[config.mk]
export PLATFORM = sky130hd
export DESIGN_NAME = simon_iter_engine
export DESIGN_NICKNAME = d
export VERILOG_FILES = /design/src/rtl/simon_iter_engine.sv
export SDC_FILE = /design/constraint.sdc
export NUM_CORES = 2
export LEC_CHECK = 0
export CAP_MARGIN = 20
export CORE_UTILIZATION = 30
export DETAILED_ROUTE_END_ITERATION = 10
export PLACE_DENSITY_LB_ADDON = 0.08
export SLEW_MARGIN = 20
export SYNTH_ARGS = -nofsm -noshare
export SYNTH_HDL_FRONTEND = slang
export SYNTH_SLANG_ARGS = --single-unit
[constraint.sdc]
create_clock -name clk -period 3.97 [get_ports clk]
set_input_delay 0.794 -clock clk [delete_from_list [all_inputs] [get_ports clk]]
set_output_delay 0.794 -clock clk [all_outputs]
set_load 0.02 [all_outputs]
[src/rtl/simon_iter_engine.sv]
// Iterative Simon-family Feistel engine: one round per clock from a
// preloaded round-key file, encrypt or decrypt chosen per block.
module simon_iter_engine #(
    parameter int WORD   = 32,
    parameter int ROUNDS = 44,
    parameter int ROT_A  = 1,
    parameter int ROT_B  = 8,
    parameter int ROT_C  = 2,
    localparam int KW    = (ROUNDS > 1) ? $clog2(ROUNDS) : 1
) (
    input  logic              clk,
    input  logic              rst_n,
    input  logic              key_we,
    input  logic [KW-1:0]     key_addr,
    input  logic [WORD-1:0]   key_data,
    output logic              key_ready,
    input  logic              in_valid,
    output logic              in_ready,
    input  logic              in_mode,
    input  logic [2*WORD-1:0] in_data,
    output logic              out_valid,
    input  logic              out_ready,
    output logic [2*WORD-1:0] out_data
);

    localparam int unsigned RA = ROT_A % WORD;
    localparam int unsigned RB = ROT_B % WORD;
    localparam int unsigned RC = ROT_C % WORD;

    typedef enum logic [1:0] {
        IDLE,
        RUN,
        DONE
    } state_t;

    state_t            st;
    logic              mode;
    logic [KW-1:0]     rc;
    logic [2*WORD-1:0] blk;
    logic [WORD-1:0]   keys [ROUNDS];
    logic [WORD-1:0]   rk;
    logic [KW-1:0]     kidx;
    logic [2*WORD-1:0] nxt;
    logic              last;

    function automatic logic [WORD-1:0] rotl(
        input logic [WORD-1:0] x,
        input int unsigned     n
    );
        return (x << n) | (x >> (WORD - n));
    endfunction

    function automatic logic [WORD-1:0] rf(
        input logic [WORD-1:0] x
    );
        return (rotl(x, RA) & rotl(x, RB)) ^ rotl(x, RC);
    endfunction

    function automatic logic [2*WORD-1:0] swap(
        input logic [2*WORD-1:0] x
    );
        return {x[WORD-1:0], x[2*WORD-1:WORD]};
    endfunction

    // Decrypt walks the key file backwards over a word-swapped state
    assign kidx = mode ? (KW'(ROUNDS - 1) - rc) : rc;
    assign last = (rc == KW'(ROUNDS - 1));

    always_comb begin
        rk = '0;
        for (int i = 0; i < ROUNDS; i++) begin
            if (kidx == KW'(i)) begin
                rk = keys[i];
            end
        end
    end

    assign nxt = {blk[WORD-1:0] ^ rf(blk[2*WORD-1:WORD]) ^ rk,
                  blk[2*WORD-1:WORD]};

    // Addresses at or beyond ROUNDS match no entry and are dropped
    always_ff @(posedge clk or negedge rst_n) begin
        if (!rst_n) begin
            for (int i = 0; i < ROUNDS; i++) begin
                keys[i] <= '0;
            end
        end else if (key_we && key_ready) begin
            for (int i = 0; i < ROUNDS; i++) begin
                if (key_addr == KW'(i)) begin
                    keys[i] <= key_data;
                end
            end
        end
    end

    always_ff @(posedge clk or negedge rst_n) begin
        if (!rst_n) begin
            st        <= IDLE;
            mode      <= 1'b0;
            rc        <= '0;
            blk       <= '0;
            in_ready  <= 1'b1;
            key_ready <= 1'b1;
            out_valid <= 1'b0;
            out_data  <= '0;
        end else begin
            unique case (st)
                IDLE: begin
                    if (in_valid) begin
                        mode      <= in_mode;
                        blk       <= in_mode ? swap(in_data) : in_data;
                        rc        <= '0;
                        in_ready  <= 1'b0;
                        key_ready <= 1'b0;
                        st        <= RUN;
                    end
                end
                RUN: begin
                    blk <= nxt;
                    if (last) begin
                        rc        <= '0;
                        out_valid <= 1'b1;
                        out_data  <= mode ? swap(nxt) : nxt;
                        st        <= DONE;
                    end else begin
                        rc <= rc + KW'(1);
                    end
                end
                DONE: begin
                    if (out_ready) begin
                        out_valid <= 1'b0;
                        in_ready  <= 1'b1;
                        key_ready <= 1'b1;
                        st        <= IDLE;
                    end
                end
                default: begin
                    st <= IDLE;
                end
            endcase
        end
    end

endmodule

Word level (Yosys, flattened, before mapping):

Cells that the tools add are included.

* reductions and logical operators: 57
* multiplexer cells: 62
* bitwise operators: 7
* $add $sub $neg: 2
* equal/unequal tests: 92

Operators by type and width (number)
* two-way mux 32 bit: 44
* equality test 6 x 5 -> 1 bit, second input constant: 32
* two-way mux 64 bit: 3
* equality test 6 bit, second input constant: 25
* one-hot mux 64 bit (2 select lines): 1
* equality test 6 x 4 -> 1 bit, second input constant: 16
* XOR 32 bit: 3
* AND reduction 2 bit: 47
* equality test 6 x 3 -> 1 bit, second input constant: 8
* AND 32 bit: 1
* bitwise OR 32 x 1 -> 32 bit: 1
* bitwise OR 32 x 2 -> 32 bit: 1
* bitwise OR 32 x 8 -> 32 bit: 1
* equality test 6 x 2 -> 1 bit, second input constant: 4
* two-way mux 6 bit: 3
* equality test 6 x 1 -> 1 bit, second input constant: 2
* zero test 6 bit: 2
* one-hot mux 6 bit (2 select lines): 1
* AND reduction 3 bit: 3
* adder 6 x 1 -> 6 bit, second input constant: 1
* two-way mux 2 bit: 3
* != test 2 bit, second input constant: 3
* one-hot mux 2 bit (3 select lines): 1
* nonzero test 2 bit: 3
* other kinds (7): 11

* output and inout port bits: 67
* bits of input ports: 108
* register bits: 1547
* word-level logic and storage cells: 271

Longest topological paths before layout:

* depth in word-level cells: 49
* mapped depth: 19
* mapped depth without buffers: 13

Worst setup path after synthesis:

OpenSTA, ideal clock, no wires.

* kind: register -> register
* start: register rc[3]
* end: register blk[47]
* clock period less this slack: 3.690 ns
* data required time: 3.844 ns
* data arrival time: 3.564 ns
* path slack: 0.280 ns
* stages on the path, launching flop included: 17
* library setup time: 0.126 ns
* buffers on the path: 4
* cell sequence: dfrtp_1 -> buf_6 -> buf_6 -> inv_1 -> ha_1 -> clkbuf_1 -> mux2_4 -> a211o_1 -> buf_6 -> a21oi_2 -> o2111a_1 -> a22oi_1 -> a2111oi_2 -> nor3_1 -> a222oi_1 -> xnor2_1 -> a221o_1

* longest elaborated chain between the ends: 49
* elaborated cells between the ends (all ways): 92
* classes of those cells: add/sub: 1; eq/ne: 43; mux: 46; bitwise: 1; reduce/logical: 1

Ends and longest elaborated chain
* start: declaration: RTL line 38 `logic [KW-1:0] rc;`
* start signal: assignment: RTL line 126 `rc <= rc + KW'(1);`
* subtractor 6 bit: RTL line 66 `assign kidx = mode ? (KW'(ROUNDS - 1) - rc) : rc;`
* two-way mux 6 bit (*): RTL line 66
* zero test 6 bit: RTL line 72 `if (kidx == KW'(i)) begin`
* two-way mux 32 bit (43 in a row): RTL line 72
* two-way mux 32 bit (*): RTL line 72
* XOR 32 bit (*): RTL line 78 `assign nxt = {blk[WORD-1:0] ^ rf(blk[2*WORD-1:WORD]) ^ rk,`
* one-hot mux 64 bit (2 select lines) (*): RTL line 107 `unique case (st)`
* end signal: assignment: RTL line 111 `blk <= in_mode ? swap(in_data) : in_data;`
* end signal: assignment: RTL line 119 `blk <= nxt;`
* end: declaration: RTL line 39 `logic [2*WORD-1:0] blk;`

Mark *: on every way between the ends. The rest lies on a longest branch, timed or not.
A chain may end at the register's enable or synchronous reset.

Worst setup path in the final report:

* start: register mode
* end: register out_data[40]

* longest elaborated chain between the ends: 48
* elaborated cells between the ends (all ways): 91
* classes of those cells: eq/ne: 43; mux: 46; bitwise: 1; reduce/logical: 1

Ends and longest elaborated chain
* start: declaration: RTL line 37 `logic mode;`
* start signal: assignment: RTL line 110 `mode <= in_mode;`
* two-way mux 6 bit: RTL line 66
* zero test 6 bit: RTL line 72
* two-way mux 32 bit (44 in a row): RTL line 72
* XOR 32 bit: RTL line 78
* two-way mux 64 bit (*): RTL line 123 `out_data <= mode ? swap(nxt) : nxt;`
* end signal: assignment: RTL line 123
* end: declaration: RTL line 23 `output logic [2*WORD-1:0] out_data`

Marked as above.

==> impl_table.tex <==
\begin{tabular}{lr}
\hline
Metric & Value \\
\hline
\multicolumn{2}{l}{\textbf{Run status}} \\
Outcome & complete, but fails checks \\
Violated checks & setup timing \\
\multicolumn{2}{l}{\textbf{Die}} \\
Core Region & 243000 um2 \\
Ports placed on the boundary & 175 \\
Die width & 496 um \\
Standard-cell row count & 181 \\
Total Die Area & 246000 um2 \\
Chip Height & 496 um \\
Initial Util & 30.1\% \\
\multicolumn{2}{l}{\textbf{Power and ir drop}} \\
Pwr/cell area & 733 nW/um2 \\
LEAKAGE & 45.9 nW \\
Peak supply drop & 435 uV \\
\multicolumn{2}{l}{\textbf{Worst setup path}} \\
Cells along the critical path & buf\_6 > buf\_6 > nand4b\_1 > o31a\_1 > buf\_6 > nand2\_8 > buf\_8 > buf\_4 > a222oi\_1 > buf\_4 > o21ai\_4 > a222oi\_1 > buf\_4 > o211ai\_1 > a22oi\_2 > buf\_6 > xnor2\_4 > o21ai\_1 \\
Maximum fanout along the worst path & 8 \\
Worst path arrival time & 4.83 ns \\
CP Data Required Time & 4.68 ns \\
Number of buffers and inverters on the critical path & 8 \\
Slowest cell on the critical path & sky130\_fd\_sc\_hd\_\_dfrtp\_4 \\
Startpoint types & flip-flop \\
Kind of end point of the critical path & flip-flop \\
Crit Path Category & flip-flop to flip-flop \\
Cell with the most instances on the worst path & sky130\_fd\_sc\_hd\_\_buf\_6 \\
Top delay family on crit path & compound AO/OA/AOI/OAI gates \\
Crit path largest cell delay & 0.53 ns \\
\multicolumn{2}{l}{\textbf{Clock tree}} \\
Clock latency on the worst-skew pair & 0.87 ns \\
Cts bufs inserted & 185 \\
TritonCTS clock tree & built \\
Maximum buffer depth of the clock tree & 3 \\
Root Buffer & sky130\_fd\_sc\_hd\_\_clkbuf\_16 \\
Clock sink total & 1547 \\
Clock edge transition at the registers on the reported setup and hold paths & 0.06 ns \\
CTS H-tree lvls & 4 \\
\multicolumn{2}{l}{\textbf{STA}} \\
Clock Skew & 0.0610 ns \\
Final count of hold timing violations & 0 \\
Unrepaired setup endpoints after global routing & true \\
Clock period minus final worst setup slack & 4.13 ns \\
Slew @ Worst Pin & 1.15 ns \\
Fmax & 0.242 GHz \\
Max Slew Vio Count & 0 \\
Relative slew slack & 23.2\% \\
Setup\_tns & -1.23 ns \\
Min setup slack post-route & -0.156 ns \\
Final setup violation count & 17 \\
Fraction of the cycle the final worst path needs & 104\% \\
\multicolumn{2}{l}{\textbf{Cells and area}} \\
Non-Filler Instances & 10300 \\
Top library cells by usage in the layout, fill and taps aside & sky130\_fd\_sc\_hd\_\_dfrtp\_1 (1542), sky130\_fd\_sc\_hd\_\_mux2\_2 (1415), sky130\_fd\_sc\_hd\_\_buf\_4 (834) \\
Area growth from synthesis to layout & 32.2\% \\
Utilization after layout & 39.9\% \\
Fill cell count & 23200 \\
Final nets & 7066 \\
Share of layout cells above drive strength 1 & 46.8\% \\
Most common library cell in the layout ignoring fill and taps & sky130\_fd\_sc\_hd\_\_dfrtp\_1 \\
\multicolumn{2}{l}{\textbf{Synthesis}} \\
Commonest register cell after synthesis & sky130\_fd\_sc\_hd\_\_dfrtp\_1 \\
Number of distinct library cell variants in the gate-level netlist after synthesis & 112 \\
Mean area per synthesized cell & 12.1 um2 \\
Mapped cell area & 73300 um2 \\
Synth warn & 0 \\
Cell count after synthesis & 6063 \\
Number of nets in the synthesized netlist & 6176 \\
Share of synthesized flip-flops with an asynchronous set or reset & 100\% \\
Number of register bits inferred by synthesis & 1547 \\
Sequential-to-total area share from yosys stat & 52.8\% \\
EDFF count, synth & 0 \\
\multicolumn{2}{l}{\textbf{Routing}} \\
Iteration count of the initial detailed-routing pass & 8 \\
Wirelength, routed & 356000 um \\
Violation count after the first detailed-routing iteration & 4638 \\
Antenna Nets Post-Route & 0 \\
DR WL/cell & 34.5 um \\
Routed via count divided by cell count & 5.66 \\
Total DRC errors in the routed layout & 0 \\
Total number of vias & 58400 \\
\multicolumn{2}{l}{\textbf{Placement}} \\
Worst setup slack before clock tree synthesis & -0.799 ns \\
HPWL after detailed placement & 247000 um \\
Port buffer count & 174 \\
Post-placement cell count & 9820 \\
Placer Congestion & 0.868 \\
\multicolumn{2}{l}{\textbf{Min path}} \\
Class of the most critical hold timing path & input pin to flip-flop \\
\multicolumn{2}{l}{\textbf{Global routing}} \\
Number of antenna violations at the first check in global routing & 15 \\
Overall Global Routing Usage & 28.5\% \\
Overall overflow remaining after global route & 0 \\
Vias in the first global route & 59300 \\
Global-route wire length before repair & 493000 um \\
Largest net degree at the start of global routing & 143 \\
\multicolumn{2}{l}{\textbf{Flow run}} \\
Max Cap Violations & 0 \\
\hline
\end{tabular}
## routing by layer
layer / track usage [%] / up-vias / wire [um]
met2: 47.4 / 1873 / 170000
met1: 38.0 / 31500 / 154000
met4: 10.4 / 2 / 14600
met3: 3.57 / 491 / 17700
met5: 0 / - / 19
li1: - / 24500 / -
## stage by stage
| stage | hold slack [ns] | instance area [um2] | total power, mW |
|---|---|---|---|
| 2_1_floorplan | 0.471 | 73300 | 29.2 |
| 3_3_place_gp | 0.459 | 85800 | 47.2 |
| 3_5_place_dp | 0.469 | 85900 | 47.3 |
| 4_1_cts | 0.329 | 94800 | 68.6 |
| 5_1_grt | 0.352 | 96800 | 73.2 |
| 6_report | 0.376 | 96800 | 71.0 |
## final timing paths
kind,from,to,slack [ns],cells past startpoint
max,mode$_DFFE_PN0P_,out_data[40]$_DFFE_PN0P_,-0.16,18
max in group asynchronous,rst_n,keys[1075]$_DFFE_PN0P_,2.11,4
min in group asynchronous,rst_n,keys[125]$_DFFE_PN0P_,0.49,2
min reg2reg,out_data[18]$_DFFE_PN0P_,out_data[18]$_DFFE_PN0P_,0.48,1
min,key_data[29],keys[1085]$_DFFE_PN0P_,0.38,2
max reg2reg,mode$_DFFE_PN0P_,out_data[40]$_DFFE_PN0P_,-0.16,18
## logic make-up after synthesis
kind of cell,Yosys count,share of synthesized area (%)
AOI/OAI and AO/OA,1456,13.8
xor gates and xnor gates,104,1.24
adders and majority gates,5,0.0854
buffers and inverters,586,3.32
DFF,1547,52.8
muxes,1500,22.9
and+or+nand+nor,865,5.74
## registers in the layout (all words and copies together) (netlist names)
name,flops
in_ready,1
keys,1408
rc,6
mode,1
st,2
blk,64
out_valid,1
out_data,64
## cell type report
type | count | area (um2) | area share (%)
flip-flops and latches | 1547 | 38700 | 40.0
multi-input cells | 3930 | 35200 | 36.3
repair buffers | 1277 | 12600 | 13.0
clock buffers | 281 | 5510 | 5.69
well taps | 3202 | 4010 | 4.14
clock inverters | 60 | 767 | 0.792
inverters | 12 | 52.6 | 0.0543
diodes | 8 | 20.0 | 0.0207
## what timing repair did
item,CTS,global route
pin swaps,129,180
setup buffers,88,73
hold endpoints to repair,24,0
endpoints found under the setup margin,96,95
hold buffers,1,0
resized for setup,381,288
gates cloned,3,9
## worst reg2reg max path, stage by stage (launching register included)
cell                       delay, ns
sky130_fd_sc_hd__dfrtp_4        0.53
sky130_fd_sc_hd__buf_6          0.16
sky130_fd_sc_hd__buf_6          0.14
sky130_fd_sc_hd__nand4b_1       0.17
sky130_fd_sc_hd__o31a_1         0.23
sky130_fd_sc_hd__buf_6          0.13
sky130_fd_sc_hd__nand2_8        0.09
sky130_fd_sc_hd__buf_8          0.15
sky130_fd_sc_hd__buf_4          0.13
sky130_fd_sc_hd__a222oi_1       0.40
sky130_fd_sc_hd__buf_4          0.21
sky130_fd_sc_hd__o21ai_4        0.07
sky130_fd_sc_hd__a222oi_1       0.47
sky130_fd_sc_hd__buf_4          0.22
sky130_fd_sc_hd__o211ai_1       0.21
sky130_fd_sc_hd__a22oi_2        0.27
sky130_fd_sc_hd__buf_6          0.16
sky130_fd_sc_hd__xnor2_4        0.13
sky130_fd_sc_hd__o21ai_1        0.09
## report_power, final
part	leakage, nW	switching (mW)	total, mW	internal (mW)
clock network	3.09	7.37	17.6	10.3
registers	21.4	1.06	17.6	16.5
logic	21.4	20.9	35.8	14.9
total	45.9	29.3	71.0	41.7
## Yosys cell counts (all sizes together), types with 25 or more instances
cell type	number	area, um2
a211oi	38	300
a31oi	40	250
a22oi	145	1090
dfrtp	1546	38700
a21oi	291	1490
o221ai	62	543
nor2	218	823
o22ai	200	1250
a21o	25	188
nand3	52	270
nand2	313	1180
xnor2	79	692
o211ai	54	410
a22o	43	377
nor3	58	302
clkbuf	320	1200
and3	47	294
nand4	30	188
a221o	34	340
nor4	25	203
buf	254	1190
mux2	1416	15900
a222oi	64	641
a221oi	51	465
mux2i	84	841
o21ai	221	1120
xor2	25	219
No activity file was read; power rests on OpenSTA's default activity.
